### src/rtl/mc_control_fsm.sv
// Multicycle MIPS control unit.
// Sequences fetch/decode/execute/memory/writeback and drives datapath controls.
module mc_control_fsm #(
  parameter int RA_REG = 31
) (
  input  logic       clk,
  input  logic       rst_n,
  input  logic [5:0] opcode,
  input  logic [5:0] funct,
  input  logic       zero,
  output logic [2:0] alu_cmd,
  output logic       alu_src_a,
  output logic [1:0] alu_src_b,
  output logic [1:0] pc_src,
  output logic       pc_we,
  output logic       iord,
  output logic       mem_we,
  output logic       ir_we,
  output logic       reg_we,
  output logic [1:0] reg_dst,
  output logic [1:0] mem_to_reg,
  output logic       instr_done,
  output logic       illegal
);

  if (RA_REG < 0 || RA_REG > 31) begin : g_bad_ra
    $error("RA_REG must be a 5-bit register index");
  end

  typedef enum logic [4:0] {
    S_RESET, S_FETCH, S_DECODE, S_MEMADR, S_MEMRD,
    S_MEMWB, S_MEMWR, S_RTEX, S_RTWB, S_BEQ,
    S_BNE, S_JUMP, S_JAL, S_JR, S_ADDIEX,
    S_SLTIEX, S_IMMWB
  } state_t;

  localparam logic [5:0] OP_RT   = 6'h00;
  localparam logic [5:0] OP_J    = 6'h02;
  localparam logic [5:0] OP_JAL  = 6'h03;
  localparam logic [5:0] OP_BEQ  = 6'h04;
  localparam logic [5:0] OP_BNE  = 6'h05;
  localparam logic [5:0] OP_ADDI = 6'h08;
  localparam logic [5:0] OP_SLTI = 6'h0A;
  localparam logic [5:0] OP_LW   = 6'h23;
  localparam logic [5:0] OP_SW   = 6'h2B;

  localparam logic [5:0] F_JR  = 6'h08;
  localparam logic [5:0] F_ADD = 6'h20;
  localparam logic [5:0] F_SUB = 6'h22;
  localparam logic [5:0] F_AND = 6'h24;
  localparam logic [5:0] F_OR  = 6'h25;
  localparam logic [5:0] F_XOR = 6'h26;
  localparam logic [5:0] F_NOR = 6'h27;
  localparam logic [5:0] F_SLT = 6'h2A;

  localparam logic [2:0] A_ADD  = 3'b000;
  localparam logic [2:0] A_SUB  = 3'b001;
  localparam logic [2:0] A_XOR  = 3'b010;
  localparam logic [2:0] A_SLT  = 3'b011;
  localparam logic [2:0] A_AND  = 3'b100;
  localparam logic [2:0] A_NOR  = 3'b110;
  localparam logic [2:0] A_OR   = 3'b111;

  state_t state;
  state_t dec_next;
  logic   rt_ok;

  // Supported R-type ALU functions
  always_comb begin
    rt_ok = 1'b0;
    unique case (funct)
      F_ADD, F_SUB, F_XOR, F_SLT,
      F_AND, F_OR, F_NOR: rt_ok = 1'b1;
      default:            rt_ok = 1'b0;
    endcase
  end

  // Dispatch target out of DECODE; unsupported encodings refetch
  always_comb begin
    dec_next = S_FETCH;
    unique case (opcode)
      OP_RT: begin
        if (funct == F_JR) dec_next = S_JR;
        else if (rt_ok)    dec_next = S_RTEX;
        else               dec_next = S_FETCH;
      end
      OP_LW, OP_SW: dec_next = S_MEMADR;
      OP_BEQ:       dec_next = S_BEQ;
      OP_BNE:       dec_next = S_BNE;
      OP_J:         dec_next = S_JUMP;
      OP_JAL:       dec_next = S_JAL;
      OP_ADDI:      dec_next = S_ADDIEX;
      OP_SLTI:      dec_next = S_SLTIEX;
      default:      dec_next = S_FETCH;
    endcase
  end

  // State register; reset lands in RESET, stray codes recover to FETCH
  always_ff @(posedge clk or negedge rst_n) begin
    if (!rst_n) begin
      state <= S_RESET;
    end else begin
      unique case (state)
        S_RESET:  state <= S_FETCH;
        S_FETCH:  state <= S_DECODE;
        S_DECODE: state <= dec_next;
        S_MEMADR: state <= (opcode == OP_LW) ? S_MEMRD : S_MEMWR;
        S_MEMRD:  state <= S_MEMWB;
        S_RTEX:   state <= S_RTWB;
        S_ADDIEX: state <= S_IMMWB;
        S_SLTIEX: state <= S_IMMWB;
        default:  state <= S_FETCH;
      endcase
    end
  end

  // Output decode: Moore from state, except RTEX alu_cmd, branch pc_we, illegal
  always_comb begin
    alu_cmd    = A_ADD;
    alu_src_a  = 1'b0;
    alu_src_b  = 2'b00;
    pc_src     = 2'b00;
    pc_we      = 1'b0;
    iord       = 1'b0;
    mem_we     = 1'b0;
    ir_we      = 1'b0;
    reg_we     = 1'b0;
    reg_dst    = 2'b00;
    mem_to_reg = 2'b00;
    instr_done = 1'b0;
    illegal    = 1'b0;
    unique case (state)
      S_FETCH: begin
        ir_we     = 1'b1;
        alu_src_b = 2'b01;
        pc_we     = 1'b1;
      end
      S_DECODE: begin
        alu_src_b = 2'b11;
        illegal   = (dec_next == S_FETCH);
      end
      S_MEMADR, S_ADDIEX: begin
        alu_src_a = 1'b1;
        alu_src_b = 2'b10;
      end
      S_SLTIEX: begin
        alu_src_a = 1'b1;
        alu_src_b = 2'b10;
        alu_cmd   = A_SLT;
      end
      S_MEMRD: iord = 1'b1;
      S_MEMWB: begin
        mem_to_reg = 2'b01;
        reg_we     = 1'b1;
        instr_done = 1'b1;
      end
      S_MEMWR: begin
        iord       = 1'b1;
        mem_we     = 1'b1;
        instr_done = 1'b1;
      end
      S_RTEX: begin
        alu_src_a = 1'b1;
        unique case (funct)
          F_SUB:   alu_cmd = A_SUB;
          F_XOR:   alu_cmd = A_XOR;
          F_SLT:   alu_cmd = A_SLT;
          F_AND:   alu_cmd = A_AND;
          F_OR:    alu_cmd = A_OR;
          F_NOR:   alu_cmd = A_NOR;
          default: alu_cmd = A_ADD;
        endcase
      end
      S_RTWB: begin
        reg_dst    = 2'b01;
        reg_we     = 1'b1;
        instr_done = 1'b1;
      end
      S_BEQ, S_BNE: begin
        alu_src_a  = 1'b1;
        alu_cmd    = A_SUB;
        pc_src     = 2'b01;
        pc_we      = (state == S_BEQ) ? zero : ~zero;
        instr_done = 1'b1;
      end
      S_JUMP: begin
        pc_src     = 2'b10;
        pc_we      = 1'b1;
        instr_done = 1'b1;
      end
      S_JAL: begin
        pc_src     = 2'b10;
        pc_we      = 1'b1;
        reg_we     = 1'b1;
        reg_dst    = 2'b10;
        mem_to_reg = 2'b10;
        instr_done = 1'b1;
      end
      S_JR: begin
        pc_src     = 2'b11;
        pc_we      = 1'b1;
        instr_done = 1'b1;
      end
      S_IMMWB: begin
        reg_we     = 1'b1;
        instr_done = 1'b1;
      end
      default: ;
    endcase
  end

endmodule

### config.mk
export PLATFORM = sky130hd
export DESIGN_NAME = mc_control_fsm
export DESIGN_NICKNAME = d
export VERILOG_FILES = /design/src/rtl/mc_control_fsm.sv
export SDC_FILE = /design/constraint.sdc
export NUM_CORES = 1
export LEC_CHECK = 0
export CORE_MARGIN = 2
export CORE_UTILIZATION = 45
export CTS_CLUSTER_DIAMETER = 120
export DETAILED_ROUTE_END_ITERATION = 16
export HOLD_SLACK_MARGIN = 0.1
export PLACE_DENSITY_LB_ADDON = 0.3
export SYNTH_ARGS = -nofsm -noshare
export SYNTH_HDL_FRONTEND = slang
export SYNTH_SLANG_ARGS = --single-unit
### constraint.sdc
create_clock -name clk -period 4.2 [get_ports clk]
set_clock_uncertainty 0.05 [all_clocks]
set_input_delay 0.42 -clock clk [delete_from_list [all_inputs] [get_ports clk]]
set_output_delay 0.42 -clock clk [all_outputs]
set_load 0.1 [all_outputs]
### Word level (Yosys, flattened, before mapping)

Index checks and enable logic that the tools add are counted.

| cells by class | value |
|---|---|
| eq/ne operators | 33 |
| mux-type cells | 21 |
| bitwise logic cells | 1 |
| reductions and logical operators | 12 |

Operators with widths:

| operator | count |
|---|---|
| 6-bit == test, second input constant | 9 |
| 5-bit by 4-bit == test with 1-bit output, second input constant | 8 |
| 5-bit case mux with 8 select lines | 1 |
| 5-bit case mux with 6 select lines | 1 |
| 5-bit by 3-bit == test with 1-bit output, second input constant | 4 |
| 6-bit by 4-bit == test with 1-bit output, second input constant | 3 |
| 3-bit case mux with 6 select lines | 1 |
| 6-bit by 2-bit == test with 1-bit output, second input constant | 2 |
| 6-bit by 3-bit == test with 1-bit output, second input constant | 2 |
| 2-bit case mux with 3 select lines | 2 |
| 5-bit by 1-bit == test with 1-bit output, second input constant | 2 |
| 5-bit by 2-bit == test with 1-bit output, second input constant | 2 |
| 2-bit OR reduction | 5 |
| 1-bit two-way mux | 9 |
| 3-bit case mux with 3 select lines | 1 |
| 9-bit OR reduction | 1 |
| 2-bit case mux with 2 select lines | 2 |
| 4-bit OR reduction | 2 |
| 7-bit OR reduction | 1 |
| 6-bit logical NOT | 1 |
| 6-bit OR reduction | 1 |
| 5-bit == test, second input constant | 1 |
| 4-bit two-way mux | 1 |
| 3-bit two-way mux | 1 |
| 4 further kinds | 4 |

| word-level totals | value |
|---|---|
| register bits | 5 |

### Depth between registers and ports, before layout

| depth | value |
|---|---|
| depth after elaboration | 8 |
| gate-level depth with buffers | 6 |
| depth with buffers taken out | 5 |

### Least setup slack after synthesis

OpenSTA, ideal clock, no wires.

| timing | value |
|---|---|
| path type | register to output |
| from | reg state[0] |
| to | out mem_to_reg[1] |
| data arrival time | 3569 ps |
| path slack | 161 ps |
| cell stages (with the launch flop) | 4 |
| cells stage by stage | dfrtp_1 -> buf_6 -> buf_6 -> nor4_1 |

| between the ends | value |
|---|---|
| longest elaborated chain between the ends | 2 |

Ends and longest elaborated chain:

| item | line | text |
|---|---|---|
| from (decl) | 64 | `state_t state;` |
| from (signal assigned) | 106 | `S_DECODE: state <= dec_next;` |
| from (signal assigned) | 107 | `S_MEMADR: state <= (opcode == OP_LW) ? S_MEMRD : S_MEMWR;` |
| 5-bit by 4-bit == test with 1-bit output or 5-bit by 3-bit == test with 1-bit output (tied branches) | 132 | `unique case (state)` |
| 2-bit case mux with 2 select lines * | 132 |  |
| to (decl) | 21 | `output logic [1:0] mem_to_reg,` |

Mark *: on every way between the ends. The rest lies on a longest branch, timed or not.

### Worst setup path after layout

| timing | value |
|---|---|
| from | reg state[0] |
| to | out alu_src_a |

| between the ends | value |
|---|---|
| longest elaborated chain between the ends | 3 |

Ends and longest elaborated chain:

| item | line | text |
|---|---|---|
| 5-bit by 4-bit == test with 1-bit output, or another cell as far along | 132 |  |
| 6-bit OR reduction (no line) * | - |  |
| 1-bit two-way mux * | 132 |  |
| to (decl) | 12 | `output logic alu_src_a,` |

Marked as above.

==> results_dict.tcl <==
set metrics [dict create \
    synth.avg_cell_area_um2 6.99 \
    grt_pass1_wl_um 3800 \
    htree_levels 1 \
    clock_sinks 5 \
    grt_pass1_vias 860 \
    grt_max_degree 22 \
    viasPerCell 5.89 \
    p_leak_nw 0.434 \
    clockRootBuffer "clkbuf_4" \
    hold_path.class "in -> async" \
    wl_um 2390 \
    crit_type "reg -> out" \
    fin_util 0.663 \
    slew_headroom 0.348 \
    die_width_um 47.9 \
    ir_worst_vdd_mv 0.634 \
    nNetsFinal 169 \
    n_fill_cell 183 \
    power_w 0.000958 \
    synth_nets 139 \
    post_drt_wl_per_cell_um 13.4 \
    status "finished, final reports clean" \
    initial_core_util 0.491 \
    power.density_nw_per_um2 819 \
    netlist_area_um2 867 \
    syn_inst 124 \
    tightest_slew_ns 0.975 \
    num_vias 1049 \
    drt_iter0_drc 27 \
    grt_overflow_total 0 \
    synth_warnings 0 \
    stdcell_count 178 \
    first_pass_iters 4 \
    largest-register "state" \
    grt_util_met1 0.329 \
    finalMaxSlewViolations 0 \
    io_pins 34 \
    antenna_found_initial 0 \
    cts_made_buffers 3 \
    path_clk_slew_ns 0.04 \
    cts_resized 0 \
    hold_viol_final 0 \
    fin_crit_ns 3.25 \
    post_route_cells_drive_above_1_share 0.124 \
    portBuffers 33 \
    ctsHoldBuffers 0 \
    yosysUniqueCellTypes 44 \
    end_kind "output pin" \
    clk_latency_ns 0.25 \
    core_area_um2 1760 \
    rsz0062_at_grt "false" \
    cp.arrival_ns 2.78 \
    setup_viol 0 \
    dp_hpwl_um 1790 \
    fin_setup_tns_ns 0 \
    grt.busiest_layer "met2" \
    post_cts_buffers 0 \
    dp_cells 174 \
    gp_congestion 0.879 \
    crit_path_start_kind "flip-flop" \
    p_switching_w 0.000660 \
    diodes 0 \
    drtAntennaViolNets 0 \
    synth_seq_cells 5 \
    worstPathRequired_ns 3.73 \
    clock_path_buffers 2 \
    maxCapViolations 0 \
    largest_reg_flops 5 \
    track_usage 0.235 \
    pwr-share-clk 0.058 \
    switching_share 0.689 \
    critPathMaxFanout 21 \
    die_area_um2 2290 \
    finalCritPeriodShare 0.773 \
    combPwrFrac 0.800 \
    ys_seq_area_frac 0.144 \
    num_rows 15 \
    fp.dieH_um 47.9 \
    grt_use_met2 0.355 \
    p_int_w 0.000298 \
    seqPwrFrac 0.142 \
    top_regs "state x5" \
    met3_usage 0.0377 \
    tritoncts "done" \
    drc 0 \
    fmax_mhz 308 \
    syn2layout_area_growth_pct 34.9 \
]
==> synthesized netlist by cell type <==
cell | n | area share
inv_1 | 4 | 0.017
nor3_2 | 1 | 0.012
nor3b_2 | 1 | 0.014
a32o_1 | 2 | 0.023
o32ai_1 | 1 | 0.010
nand3_1 | 3 | 0.017
buf_4 | 2 | 0.017
or2_2 | 1 | 0.0072
o21ba_2 | 1 | 0.012
a21oi_1 | 16 | 0.092
a221o_1 | 1 | 0.012
a2111oi_2 | 1 | 0.017
o311ai_1 | 1 | 0.010
nand2b_1 | 10 | 0.072
nand4b_1 | 1 | 0.010
o211ai_1 | 3 | 0.026
clkbuf_1 | 2 | 0.0087
and3_1 | 2 | 0.014
o21bai_1 | 2 | 0.017
or3_2 | 1 | 0.0087
nand2_1 | 8 | 0.035
a221oi_1 | 1 | 0.010
and3_2 | 1 | 0.0087
nor3_1 | 4 | 0.023
buf_6 | 2 | 0.026
xnor2_1 | 1 | 0.010
and2b_2 | 1 | 0.010
o22ai_1 | 1 | 0.0072
o21a_1 | 3 | 0.026
dfrtp_1 | 5 | 0.14
nor4_1 | 3 | 0.022
nor2b_1 | 3 | 0.022
clkbuf_8 | 2 | 0.032
and4b_1 | 1 | 0.012
a31oi_1 | 1 | 0.0072
o21ai_0 | 5 | 0.029
or3_1 | 1 | 0.0072
and4bb_2 | 1 | 0.014
or2_4 | 1 | 0.010
nor2_1 | 17 | 0.074
a32oi_1 | 1 | 0.010
nor3b_1 | 3 | 0.026
nor4b_1 | 1 | 0.010
nor2_2 | 1 | 0.0072
==> metal layers <==
metal / up-vias / routed length (um)
li1: 523 / -
met1: 489 / 1100
met2: 35 / 1140
met3: 2 / 129
met4: 0 / 23
met5: - / 0
==> power by group through the flow <==
stage                     clock (W)  sequential [W]  combinational, W
after global routing      0.0000631        0.000144          0.000803
after detailed placement          0        0.000134          0.000765
after floorplan                   0       0.0000782          0.000696
after global placement            0        0.000132          0.000761
final                     0.0000558        0.000136          0.000766
after CTS                 0.0000595        0.000133          0.000766
==> layout by cell type (no fill, tap or decap), drive strengths merged, types with 5 or more instances in the layout <==
cell           synthesis  layout
clkdlybuf4s50          0      28
nor2                  18      18
a21oi                 16      16
nand2b                10      10
nand2                  8       8
o21ai                  5       5
buf                    4       5
dfrtp                  5       5
nor3                   5       5
==> cells by family (layout without fill, tap and decap cells) <==
logic type      Yosys count  after routing  share of synthesized area
buf+inv                  12             41                      0.101
flops                     5              5                      0.144
simple gates             66             66                      0.436
xor+xnor                  1              1                     0.0101
compound gates           40             40                      0.309
==> per-stage QoR <==
step           setup WS (ns)  hold slack [ns]  instance area [um^2]
2_1_floorplan          0.161           0.0744                   867
3_3_place_gp            1.29            0.593                  1140
3_5_place_dp            1.25            0.599                  1140
4_1_cts                0.973            0.328                  1170
5_1_grt                0.803            0.344                  1170
6_report               0.955            0.334                  1170
==> area by class of cell <==
cell class	count	area, um^2	area share
Inverter	4	15.0	0.0128
Multi-Input combinational cell	107	654	0.559
Tap cell	25	31.3	0.0267
Timing Repair Buffer	33	318	0.272
Clock buffer	4	26.3	0.0225
Sequential cell	5	125	0.107
==> worst max-delay path, cell delays in order (launching register included) <==
cell and delay (ns):
dfrtp_1 0.71, nand2b_1 0.27, o21ai_0 0.21, a32oi_1 0.07, nor2_1 0.11, clkdlybuf4s50_1 1.14
==> path summary, 6_finish.rpt <==
check | from | to | slack, ns | cells past startpoint
max in group asynchronous | rst_n | state[3] | 3.59 | 1
hold / removal | rst_n | state[0] | 0.33 | 1
setup reg to reg | state[1] | state[0] | 2.53 | 4
hold reg to reg | state[4] | state[0] | 0.76 | 1
min in group clk | state[4] | state[0] | 0.76 | 1
setup / recovery | state[0] | alu_src_a | 0.95 | 5
Note: power is estimated with default switching activity, not from simulation.
